[src/rtl/mem_arbiter_pkg.sv]
// Shared constants for the pako32 memory arbiter: access sizes, FSM state
// encodings and the alignment rule used to reject misaligned data accesses.
package mem_arbiter_pkg;

    localparam logic [1:0] MEM_ACCESS_BYTE = 2'd0;
    localparam logic [1:0] MEM_ACCESS_HALF = 2'd1;
    localparam logic [1:0] MEM_ACCESS_WORD = 2'd2;

    typedef enum logic [1:0] {
        MEM_ARB_ST_IDLE    = 2'd0,
        MEM_ARB_ST_WAIT_IF = 2'd1,
        MEM_ARB_ST_WAIT_D  = 2'd2
    } mem_arb_state_e;

    // Size code 3 is undefined and is reported as misaligned.
    function automatic logic is_misaligned(input logic [1:0] acc, input logic [1:0] off);
        case (acc)
            MEM_ACCESS_BYTE: is_misaligned = 1'b0;
            MEM_ACCESS_HALF: is_misaligned = off[0];
            MEM_ACCESS_WORD: is_misaligned = |off;
            default:         is_misaligned = 1'b1;
        endcase
    endfunction

endpackage

[src/rtl/mem_arbiter_if.sv]
// Core-side request/response and bus-side signals of the memory arbiter.
// slave = the arbiter's view, master = the surrounding core/bus environment.
interface mem_arbiter_if #(parameter int ADDR_W = 32);

    logic              if_req_i;
    logic [ADDR_W-1:0] if_addr_i;
    logic              if_gnt_o;
    logic              if_rvalid_o;
    logic [31:0]       if_rdata_o;

    logic              d_req_i;
    logic              d_we_i;
    logic [ADDR_W-1:0] d_addr_i;
    logic [1:0]        d_acc_i;
    logic              d_sext_i;
    logic [31:0]       d_wdata_i;
    logic              d_gnt_o;
    logic              d_done_o;
    logic              d_err_o;
    logic [31:0]       d_rdata_o;

    logic              mem_req_o;
    logic              mem_we_o;
    logic [ADDR_W-1:0] mem_addr_o;
    logic [3:0]        mem_be_o;
    logic [31:0]       mem_wdata_o;
    logic              mem_gnt_i;
    logic              mem_rvalid_i;
    logic [31:0]       mem_rdata_i;

    modport slave (
        input  if_req_i, if_addr_i,
        input  d_req_i, d_we_i, d_addr_i, d_acc_i, d_sext_i, d_wdata_i,
        input  mem_gnt_i, mem_rvalid_i, mem_rdata_i,
        output if_gnt_o, if_rvalid_o, if_rdata_o,
        output d_gnt_o, d_done_o, d_err_o, d_rdata_o,
        output mem_req_o, mem_we_o, mem_addr_o, mem_be_o, mem_wdata_o
    );

    modport master (
        output if_req_i, if_addr_i,
        output d_req_i, d_we_i, d_addr_i, d_acc_i, d_sext_i, d_wdata_i,
        output mem_gnt_i, mem_rvalid_i, mem_rdata_i,
        input  if_gnt_o, if_rvalid_o, if_rdata_o,
        input  d_gnt_o, d_done_o, d_err_o, d_rdata_o,
        input  mem_req_o, mem_we_o, mem_addr_o, mem_be_o, mem_wdata_o
    );

endinterface

[src/rtl/mem_lane_align.sv]
// Combinational byte-lane logic: byte enables and replicated write data from
// size/offset, and right-aligned, zero/sign-extended read data.
module mem_lane_align
    import mem_arbiter_pkg::*;
(
    input  logic [1:0]  acc_i,
    input  logic [1:0]  off_i,
    input  logic        sext_i,
    input  logic [31:0] wdata_i,
    input  logic [31:0] rdata_i,
    output logic [3:0]  be_o,
    output logic [31:0] wdata_o,
    output logic [31:0] rdata_o,
    output logic        misaligned_o
);

    logic [31:0] shifted;
    assign shifted = rdata_i >> {off_i, 3'b000};

    always_comb begin
        be_o    = 4'b1111;
        wdata_o = wdata_i;
        rdata_o = shifted;
        case (acc_i)
            MEM_ACCESS_BYTE: begin
                be_o    = 4'b0001 << off_i;
                wdata_o = {4{wdata_i[7:0]}};
                rdata_o = {{24{sext_i & shifted[7]}}, shifted[7:0]};
            end
            MEM_ACCESS_HALF: begin
                be_o    = 4'b0011 << off_i;
                wdata_o = {2{wdata_i[15:0]}};
                rdata_o = {{16{sext_i & shifted[15]}}, shifted[15:0]};
            end
            default: ;
        endcase
        misaligned_o = is_misaligned(acc_i, off_i);
    end

endmodule

[src/rtl/mem_arbiter.sv]
// Fetch/data arbiter for the single-ported pako32 memory bus, one transaction
// outstanding. Define MEM_ARBITER_RR_EN for round-robin instead of data priority.
module mem_arbiter
    import mem_arbiter_pkg::*;
#(
    parameter int ADDR_W = 32
) (
    input  logic           clk_i,
    input  logic           rst_i,
    mem_arbiter_if.slave   bus
);

    mem_arb_state_e state_q, state_d;
    logic [1:0]     acc_q, off_q;
    logic           sext_q, we_q;

    logic              idle, d_sel, if_sel, d_issue, req_c, accept;
    logic [1:0]        acc_sel, off_sel;
    logic              sext_sel, misaligned;
    logic [3:0]        lane_be;
    logic [31:0]       lane_wdata, lane_rdata;
    logic [ADDR_W-1:0] d_word_addr, if_word_addr;
    logic              unused_if_off;

    assign idle         = (state_q == MEM_ARB_ST_IDLE);
    assign d_word_addr  = {bus.d_addr_i[ADDR_W-1:2], 2'b00};
    assign if_word_addr = {bus.if_addr_i[ADDR_W-1:2], 2'b00};
    assign unused_if_off = ^bus.if_addr_i[1:0];

    // Live request fields drive the lanes while arbitrating; once a load is
    // outstanding the latched copies shape the returning data.
    assign acc_sel  = idle ? bus.d_acc_i        : acc_q;
    assign off_sel  = idle ? bus.d_addr_i[1:0]  : off_q;
    assign sext_sel = idle ? bus.d_sext_i       : sext_q;

    mem_lane_align u_lane (
        .acc_i        (acc_sel),
        .off_i        (off_sel),
        .sext_i       (sext_sel),
        .wdata_i      (bus.d_wdata_i),
        .rdata_i      (bus.mem_rdata_i),
        .be_o         (lane_be),
        .wdata_o      (lane_wdata),
        .rdata_o      (lane_rdata),
        .misaligned_o (misaligned)
    );

`ifdef MEM_ARBITER_RR_EN
    logic last_if_q;
    // On a conflict the requester that did not win last time goes first.
    assign d_sel = bus.d_req_i & (~bus.if_req_i | last_if_q);

    always_ff @(posedge clk_i or posedge rst_i) begin
        if (rst_i) begin
            last_if_q <= 1'b0;
        end else if (accept) begin
            last_if_q <= if_sel;
        end
    end
`else
    assign d_sel = bus.d_req_i;
`endif

    assign if_sel  = bus.if_req_i & ~d_sel;
    assign d_issue = d_sel & ~misaligned;
    assign req_c   = idle & ~rst_i & (d_issue | if_sel);
    assign accept  = req_c & bus.mem_gnt_i;

    always_ff @(posedge clk_i or posedge rst_i) begin
        if (rst_i) begin
            state_q <= MEM_ARB_ST_IDLE;
        end else begin
            state_q <= state_d;
        end
    end

    always_ff @(posedge clk_i or posedge rst_i) begin
        if (rst_i) begin
            acc_q  <= MEM_ACCESS_BYTE;
            off_q  <= 2'b00;
            sext_q <= 1'b0;
            we_q   <= 1'b0;
        end else if (accept) begin
            acc_q  <= bus.d_acc_i;
            off_q  <= bus.d_addr_i[1:0];
            sext_q <= bus.d_sext_i;
            we_q   <= bus.d_we_i;
        end
    end

    always_comb begin
        state_d = state_q;
        case (state_q)
            MEM_ARB_ST_IDLE: begin
                if (accept) begin
                    state_d = d_issue ? MEM_ARB_ST_WAIT_D : MEM_ARB_ST_WAIT_IF;
                end
            end
            MEM_ARB_ST_WAIT_IF,
            MEM_ARB_ST_WAIT_D: begin
                if (bus.mem_rvalid_i) begin
                    state_d = MEM_ARB_ST_IDLE;
                end
            end
            default: state_d = MEM_ARB_ST_IDLE;
        endcase
    end

    always_comb begin
        bus.mem_req_o   = 1'b0;
        bus.mem_we_o    = 1'b0;
        bus.mem_addr_o  = '0;
        bus.mem_be_o    = 4'b0000;
        bus.mem_wdata_o = 32'h0;
        bus.if_gnt_o    = 1'b0;
        bus.if_rvalid_o = 1'b0;
        bus.if_rdata_o  = 32'h0;
        bus.d_gnt_o     = 1'b0;
        bus.d_done_o    = 1'b0;
        bus.d_err_o     = 1'b0;
        bus.d_rdata_o   = 32'h0;
        if (!rst_i) begin
            case (state_q)
                MEM_ARB_ST_IDLE: begin
                    bus.mem_req_o = req_c;
                    if (d_issue) begin
                        bus.mem_we_o    = bus.d_we_i;
                        bus.mem_addr_o  = d_word_addr;
                        bus.mem_be_o    = lane_be;
                        bus.mem_wdata_o = lane_wdata;
                    end else if (if_sel) begin
                        bus.mem_addr_o = if_word_addr;
                        bus.mem_be_o   = 4'b1111;
                    end
                    bus.d_gnt_o  = accept & d_issue;
                    bus.if_gnt_o = accept & if_sel;
                    bus.d_err_o  = d_sel & misaligned;
                end
                MEM_ARB_ST_WAIT_IF: begin
                    bus.if_rvalid_o = bus.mem_rvalid_i;
                    bus.if_rdata_o  = bus.mem_rvalid_i ? bus.mem_rdata_i : 32'h0;
                end
                MEM_ARB_ST_WAIT_D: begin
                    bus.d_done_o  = bus.mem_rvalid_i;
                    bus.d_rdata_o = (bus.mem_rvalid_i && !we_q) ? lane_rdata : 32'h0;
                end
                default: ;
            endcase
        end
    end

endmodule

[src/flat_wrapper.sv]
// flat-port wrapper written by rule: the top's interface ports become plain ports
module mem_arbiter_flat import mem_arbiter_pkg::*;
#(
    parameter int ADDR_W = 32
)
  (clk_i, rst_i, bus_if_req_i, bus_if_addr_i, bus_d_req_i, bus_d_we_i, bus_d_addr_i, bus_d_acc_i, bus_d_sext_i, bus_d_wdata_i, bus_mem_gnt_i, bus_mem_rvalid_i, bus_mem_rdata_i, bus_if_gnt_o, bus_if_rvalid_o, bus_if_rdata_o, bus_d_gnt_o, bus_d_done_o, bus_d_err_o, bus_d_rdata_o, bus_mem_req_o, bus_mem_we_o, bus_mem_addr_o, bus_mem_be_o, bus_mem_wdata_o);
  mem_arbiter_if #(.ADDR_W(ADDR_W)) bus_i ();
  input  logic clk_i;
  input  logic rst_i;
  input wire logic [$bits(bus_i.if_req_i)-1:0] bus_if_req_i;
  input wire logic [$bits(bus_i.if_addr_i)-1:0] bus_if_addr_i;
  input wire logic [$bits(bus_i.d_req_i)-1:0] bus_d_req_i;
  input wire logic [$bits(bus_i.d_we_i)-1:0] bus_d_we_i;
  input wire logic [$bits(bus_i.d_addr_i)-1:0] bus_d_addr_i;
  input wire logic [$bits(bus_i.d_acc_i)-1:0] bus_d_acc_i;
  input wire logic [$bits(bus_i.d_sext_i)-1:0] bus_d_sext_i;
  input wire logic [$bits(bus_i.d_wdata_i)-1:0] bus_d_wdata_i;
  input wire logic [$bits(bus_i.mem_gnt_i)-1:0] bus_mem_gnt_i;
  input wire logic [$bits(bus_i.mem_rvalid_i)-1:0] bus_mem_rvalid_i;
  input wire logic [$bits(bus_i.mem_rdata_i)-1:0] bus_mem_rdata_i;
  output wire logic [$bits(bus_i.if_gnt_o)-1:0] bus_if_gnt_o;
  output wire logic [$bits(bus_i.if_rvalid_o)-1:0] bus_if_rvalid_o;
  output wire logic [$bits(bus_i.if_rdata_o)-1:0] bus_if_rdata_o;
  output wire logic [$bits(bus_i.d_gnt_o)-1:0] bus_d_gnt_o;
  output wire logic [$bits(bus_i.d_done_o)-1:0] bus_d_done_o;
  output wire logic [$bits(bus_i.d_err_o)-1:0] bus_d_err_o;
  output wire logic [$bits(bus_i.d_rdata_o)-1:0] bus_d_rdata_o;
  output wire logic [$bits(bus_i.mem_req_o)-1:0] bus_mem_req_o;
  output wire logic [$bits(bus_i.mem_we_o)-1:0] bus_mem_we_o;
  output wire logic [$bits(bus_i.mem_addr_o)-1:0] bus_mem_addr_o;
  output wire logic [$bits(bus_i.mem_be_o)-1:0] bus_mem_be_o;
  output wire logic [$bits(bus_i.mem_wdata_o)-1:0] bus_mem_wdata_o;
  assign bus_i.if_req_i = bus_if_req_i;
  assign bus_i.if_addr_i = bus_if_addr_i;
  assign bus_i.d_req_i = bus_d_req_i;
  assign bus_i.d_we_i = bus_d_we_i;
  assign bus_i.d_addr_i = bus_d_addr_i;
  assign bus_i.d_acc_i = bus_d_acc_i;
  assign bus_i.d_sext_i = bus_d_sext_i;
  assign bus_i.d_wdata_i = bus_d_wdata_i;
  assign bus_i.mem_gnt_i = bus_mem_gnt_i;
  assign bus_i.mem_rvalid_i = bus_mem_rvalid_i;
  assign bus_i.mem_rdata_i = bus_mem_rdata_i;
  assign bus_if_gnt_o = bus_i.if_gnt_o;
  assign bus_if_rvalid_o = bus_i.if_rvalid_o;
  assign bus_if_rdata_o = bus_i.if_rdata_o;
  assign bus_d_gnt_o = bus_i.d_gnt_o;
  assign bus_d_done_o = bus_i.d_done_o;
  assign bus_d_err_o = bus_i.d_err_o;
  assign bus_d_rdata_o = bus_i.d_rdata_o;
  assign bus_mem_req_o = bus_i.mem_req_o;
  assign bus_mem_we_o = bus_i.mem_we_o;
  assign bus_mem_addr_o = bus_i.mem_addr_o;
  assign bus_mem_be_o = bus_i.mem_be_o;
  assign bus_mem_wdata_o = bus_i.mem_wdata_o;
  mem_arbiter #(.ADDR_W(ADDR_W)) u_core (.clk_i(clk_i), .rst_i(rst_i), .bus(bus_i));
endmodule
[config.mk]
export PLATFORM = sky130hd
export DESIGN_NAME = mem_arbiter_flat
export DESIGN_NICKNAME = d
export VERILOG_FILES = /design/src/rtl/mem_arbiter_pkg.sv /design/src/rtl/mem_arbiter_if.sv /design/src/rtl/mem_lane_align.sv /design/src/rtl/mem_arbiter.sv /design/src/flat_wrapper.sv
export SDC_FILE = /design/constraint.sdc
export NUM_CORES = 1
export LEC_CHECK = 0
export ABC_CLOCK_PERIOD_IN_PS = 3150
export BUFFER_PORTS_ARGS = -buffer_cell sky130_fd_sc_hd__buf_2
export CAP_MARGIN = 20
export CORE_AREA = 2 2 107 109
export DETAILED_ROUTE_END_ITERATION = 12
export DIE_AREA = 0 0 109 111
export GPL_TIMING_DRIVEN = 1
export SETUP_SLACK_MARGIN = 0.02
export SLEW_MARGIN = 20
export SYNTH_ARGS = -nofsm -noshare
export SYNTH_HDL_FRONTEND = slang
export SYNTH_HIERARCHICAL = 1
export SYNTH_SLANG_ARGS = --single-unit
[constraint.sdc]
create_clock -name clk_i -period 3.15 [get_ports clk_i]
set_input_delay 0.63 -clock clk_i [delete_from_list [all_inputs] [get_ports clk_i]]
set_output_delay 0.63 -clock clk_i [all_outputs]
set_load 0.05 [all_outputs]
Word-level counts from Yosys, hierarchy flattened
Index checks and enable logic that the tools add are counted.
{ "word_totals": {"mem_bits_rw": 0, "output_inout_bits": 139, "romBits": 0, "wordCells": 78, "regBits": 8, "mem_count": 0, "input_bits": 138, "latch_bits": 0} }
{ "classes": {"n_bitwise": 14, "order_cmp": 0, "n_addsub": 0, "n_div": 0, "shifts": 3, "multipliers": 0, "n_mux": 43, "n_reduce_logical": 7, "eq_ne": 6} }
{ "ops": {"columns": ["operator", "count"], "rows": [
  ["32-bit two-way mux", 13],
  ["32-bit case mux with 2 select lines", 2],
  ["32-bit by 5-bit right shift with 32-bit output", 1],
  ["1-bit two-way mux", 16],
  ["4-bit two-way mux", 4],
  ["1-bit AND", 10],
  ["2-bit two-way mux", 5],
  ["4-bit case mux with 2 select lines", 1],
  ["2-bit by 1-bit equality test with 1-bit output, second input constant", 2],
  ["2-bit equality test, second input constant", 2],
  ["2-bit zero test", 2],
  ["2-bit inequality test, second input constant", 2],
  ["2-bit case mux with 2 select lines", 1],
  ["2-bit OR reduction", 2],
  ["1-bit by 2-bit left shift with 4-bit output, first input constant", 1],
  ["2-bit by 2-bit left shift with 4-bit output, first input constant", 1],
  ["1-bit inverter", 3],
  ["1-bit case mux with 3 select lines", 1],
  ["2-bit AND reduction", 1],
  ["1-bit logical AND", 1],
  ["1-bit zero test", 1],
  ["1-bit OR", 1]
]} }

Logic depth before layout (Yosys ltp)
{ "depth": {"word_depth": 12, "ltp_mapped": 14, "ltp_nobuf": 8} }

Hierarchy
Netlist, hierarchy kept.
{ "by_module_without_submodules": {"columns": ["mod", "instances", "cells_per_inst", "area_per_inst_um2", "seq_area_each_um2"], "rows": [
  ["mem_arbiter", 1, 199, 1546.5, 200.2],
  ["mem_lane_align", 1, 198, 1316.3, 0.0]
]} }

Least setup slack after synthesis
Ideal clock, no wire load.
{ "synth_path": {"path_type": "register to output", "start": "register u_core.state_q[0]", "end": "output bus_mem_be_o[0]", "path_buffers": 4, "t_arrival_ns": 3.246, "required_ns": 2.520, "slack_ns": -0.726, "stages_incl_launch_ff": 13, "path_cell_list": "dfrtp_1 > inv_1 > ha_1 > buf_6 > mux2_2 > buf_4 > buf_4 > buf_4 > o21ai_0 > a21oi_1 > nand2_1 > nor3b_2 > o21a_1"} }
{ "synth_via": {"elab_chain_cells": 9, "elab_cells_between_ends": 16, "cone_classes": "eq/ne (2); shift (2); mux (7); bitwise (2); reduce/logical (3)"} }
{ "synth_lines": {"columns": ["item", "line", "rtl"], "rows": [
  ["from (decl)", "mem_arbiter.sv:13", "mem_arb_state_e state_q, state_d;"],
  ["from (signal assigned)", "mem_arbiter.sv:73", "state_q <= state_d;"],
  ["2-bit zero test", "mem_arbiter.sv:25", "assign idle = (state_q == MEM_ARB_ST_IDLE);"],
  ["2-bit two-way mux", "mem_arbiter.sv:33", "assign off_sel = idle ? bus.d_addr_i[1:0] : off_q;"],
  ["net u_core.off_sel[1]", "mem_arbiter.sv:18", "logic [1:0] acc_sel, off_sel;"],
  ["2-bit OR reduction", "mem_arbiter_pkg.sv:20", "MEM_ACCESS_WORD: is_misaligned = |off;"],
  ["1-bit case mux with 3 select lines", "mem_arbiter_pkg.sv:17", "case (acc)"],
  ["net u_core.misaligned", "mem_arbiter.sv:19", "logic sext_sel, misaligned;"],
  ["1-bit inverter", "mem_arbiter.sv:65", "assign d_issue = d_sel & ~misaligned;"],
  ["1-bit AND", "mem_arbiter.sv:65", null],
  ["4-bit two-way mux", "mem_arbiter.sv:126", "if (d_issue) begin"],
  ["4-bit two-way mux", "mem_arbiter.sv:123", "case (state_q)"],
  ["4-bit two-way mux", "mem_arbiter.sv:122", "if (!rst_i) begin"],
  ["to (decl)", "flat_wrapper.sv:31", "output wire logic [$bits(bus_i.mem_be_o)-1:0] bus_mem_be_o;"]
]} }
The timed path passes the listed nets, and every way through them passes these cells.

Final worst setup path
{ "layout_path": {"start": "register u_core.state_q[1]", "end": "output bus_d_rdata_o[22]"} }
{ "layout_via": {"elab_chain_cells": 8, "elab_cells_between_ends": 14, "cone_classes": "eq/ne (2); shift (1); mux (7); bitwise (2); reduce/logical (2)"} }
{ "layout_lines": {"columns": ["item", "line", "rtl"], "rows": [
  ["2-bit zero test *", "mem_arbiter.sv:25", null],
  ["2-bit two-way mux *", "mem_arbiter.sv:33", null],
  ["net u_core.off_sel[1]", "mem_arbiter.sv:18", null],
  ["32-bit by 5-bit right shift with 32-bit output *", "mem_lane_align.sv:18", "assign shifted = rdata_i >> {off_i, 3'b000};"],
  ["1-bit AND (on tied branches)", "mem_lane_align.sv:33, mem_lane_align.sv:28", null],
  ["32-bit case mux with 2 select lines *", "mem_lane_align.sv:24", "case (acc_i)"],
  ["net u_core.lane_rdata[22]", "mem_arbiter.sv:21", "logic [31:0] lane_wdata, lane_rdata;"],
  ["32-bit two-way mux *", "mem_arbiter.sv:145", "bus.d_rdata_o = (bus.mem_rvalid_i && !we_q) ? lane_rdata : 32'h0;"],
  ["32-bit two-way mux *", "mem_arbiter.sv:123", null],
  ["32-bit two-way mux *", "mem_arbiter.sv:122", null],
  ["to (decl)", "flat_wrapper.sv:27", "output wire logic [$bits(bus_i.d_rdata_o)-1:0] bus_d_rdata_o;"]
]} }
The timed path passes the listed nets; every way through them passes the cells marked *.

==> summary.md <==
| Metric | Value |
|---|---|
| Yosys top cell by area | and2_1 |
| TritonCTS clock tree | done |
| Die Area | 0.0121 mm2 |
| Sink Count | 8 |
| MaxCap Viol Count | 0 |
| Synth top area cells | and2_1, mux2_2, a22o_1 |
| Max Root-Sink Buffers | 2 |
| Post-Syn Area per Cell | 7.21 um2 |
| Most frequent cells in the layout | buf_2, and2_1, buf_4, nand2_1, buf_6 |
| Critical path type | flop to output pin |
| Max-slew violation count | 0 |
| CTS Buf Count | 3 |
| Fin crit period | 3.14 ns |
| DRC | 0 |
| DP Area | 0.00479 mm2 |
| Critical path data required time | 2.52 ns |
| Critical Path AT | 2.51 ns |
| Worst-case vdd ir drop | 403 uV |
| Critical Path Source Type | flop |
| Most common cell after layout, fill and taps aside | buf_2 |
| Worst setup margin | 0.0127 ns |
| Gate count after technology mapping | 397 |
| Post-Syn Area | 0.00286 mm2 |
| Vias in the first global route | 3655 |
| Sw power | 0.00207 W |
| IO Pins | 277 |
| Gpl congestion | 0.841 |
| Register clock-pin slew on the reported worst setup and hold paths | 0.04 ns |
| First-pass GRT wire length | 18500 um |
| Yosys reg bits | 8 |
| Iter 0 DRT Violations | 134 |
| Yosys top cell area share | 21.4% |
| Clk root buf | clkbuf_16 |
| Dpl ws | -0.0313 ns |
| Initial antenna violation count | 1 |
| Worst reg-to-reg setup slack | 0.85 ns |
| GRT Overall Usage | 19.2% |
| Rows | 39 |
| WL final | 12800 um |
| Internal power | 0.00180 W |
| RSZ-0062 raised after global routing | yes |
| Switch share | 53.5% |
| Die Ht | 111 um |
| Vias post-DR | 3858 |
| Reg2reg path depth | 8 |
| YS warnings | 6 |
| Top_reg_cell synth | dfrtp_1 |
| Seq pwr share | 4.6% |
| PwrDens | 709 mW/mm2 |
| Logic gate share of total power | 89.8% |
| Fin util | 49.3% |
| DP HPWL | 10400 um |
| Via/cell ratio | 4.82 |
| Hold Path Class | primary input to async pin |
| Max Freq | 319 MHz |
| Share of cells above drive strength 1 | 66.3% |
| CP max FO | 8 |
| CP Capture Type | output pin |
| Final Skew | 0.00329 ns |
| Post-DRT Antenna Nets | 0 |
| Area Growth Syn to Fin | 90.6% |
| Clk_lat worst skew | 0.23 ns |
| Post-layout net count | 801 |
| Netlist cell types | 39 |
| Setup Viol. Count Final | 0 |
| Post-synth EDFFs | 0 |
| Async SR Flop Fraction | 100% |
| Number of iterations in the first detailed-routing pass | 4 |
| Hold Buf Count CTS | 0 |
| Ant diodes | 0 |
| Clock power share | 5.6% |
| LEAKAGE | 2.96 nW |
| Post-route cell area | 0.00546 mm2 |
| Largest net degree at the start of global routing | 34 |
| WHS | 0.396 ns |
| Status | finished, final reports clean |
| Filler Cells Inserted | 1070 |
| R2r startpoint | u_core/state_q[1] |
| Crit path from | u_core/state_q[1] |
| H-tree levels | 1 |
| Global route total overflow | 0 |
| Wire per inst | 16.0 um |
| Capturing point of the worst reg2reg path | u_core/acc_q[1] |
| Setup Total Neg Slack | 0 ns |
| Final Hold Viols | 0 |
| Core box area | 0.0111 mm2 |
| Initial Util | 25.8% |
| Final Cycle Share | 99.6% |
| Seq/Total Area, Yosys | 6.99% |
| Port Buffers | 272 |
| Die W | 109 um |
what timing repair did:
| item | 4_1_cts | 5_1_grt |
|---|---|---|
| pin swaps | 3 | 3 |
| endpoints found under the hold margin | 0 | 0 |
| gates cloned | 1 | 1 |
| gates resized for setup | 96 | 42 |
| setup buffers | 4 | 6 |
| setup endpoints to repair | 94 | 92 |
worst max-delay path by stage:
stage | depth (start not counted) | end
after floorplan | 12 | bus_mem_be_o[0]
after global placement | 9 | bus_d_rdata_o[13]
after detailed placement | 9 | bus_d_rdata_o[13]
after CTS | 9 | bus_d_rdata_o[18]
after global routing | 9 | bus_d_rdata_o[27]
final | 9 | bus_d_rdata_o[22]
Yosys cell counts (all sizes together), types with 2 or more instances:
master,instances
ha,3
nor2,9
nand4,18
clkbuf,15
nor2b,13
inv,4
o32ai,2
a21oi,18
nand2b,5
buf,33
and2,98
mux2i,16
a211oi,7
or2,2
nand2,49
nor3b,3
nor4b,2
a2bb2oi,7
dfrtp,8
o21ai,12
a22o,30
o21a,4
mux2,30
o21bai,2
through the flow:
stage | std cells | total power, W
after floorplan | 398 | 0.00265
after global placement | 786 | 0.00322
after detailed placement | 786 | 0.00325
after CTS | 794 | 0.00373
after global routing | 801 | 0.00411
final | 801 | 0.00387
cells by family after synthesis:
family,Yosys count,synth area share (%)
AND/OR/NAND/NOR,203,41.7
AO/OA/AOI/OAI,84,22.5
buffers and inverters,52,9.83
multiplexers,46,17.5
flip-flops,8,6.99
adder cells (fa/ha/maj),3,1.31
other,1,0.131
critical path, cell delays in order, from the launching register on:
cell	delay [ns]
dfrtp_1	0.39
inv_2	0.09
ha_4	0.19
mux2_4	0.35
mux2_4	0.36
a32oi_4	0.29
clkbuf_16	0.21
nand4_1	0.07
and2_1	0.17
buf_6	0.15
cell type report:
| class | instances | area (um2) | share of cell area [%] |
|---|---|---|---|
| tap | 143 | 179 | 3.28 |
| clock buffer | 3 | 75.1 | 1.38 |
| timing repair buffer | 305 | 2130 | 39.0 |
| inverter | 4 | 15.0 | 0.275 |
| sequential | 8 | 200 | 3.67 |
| multi-input combinational | 338 | 2860 | 52.5 |
flip-flops by register name (all words and copies together) (netlist names):
signal,cells
u_core/acc_q,2
u_core/off_q,2
u_core/state_q,2
u_core/sext_q,1
u_core/we_q,1
routing by layer:
layer	global-route usage [%]	part of all wire [%]
met5	0	0
met4	3.25	1.4
met3	2.47	6.7
met2	40.2	56
met1	19.5	36
power groups by stage:
| stage | combinational [W] | clock [W] | sequential [W] |
|---|---|---|---|
| detailed placement | 0.00307 | 0 | 0.000180 |
| global placement | 0.00304 | 0 | 0.000175 |
| finish | 0.00347 | 0.000216 | 0.000178 |
| global route | 0.00370 | 0.000224 | 0.000186 |
| floorplan | 0.00248 | 0 | 0.000171 |
| CTS | 0.00333 | 0.000219 | 0.000181 |
No activity file was read; power rests on OpenSTA's default activity.
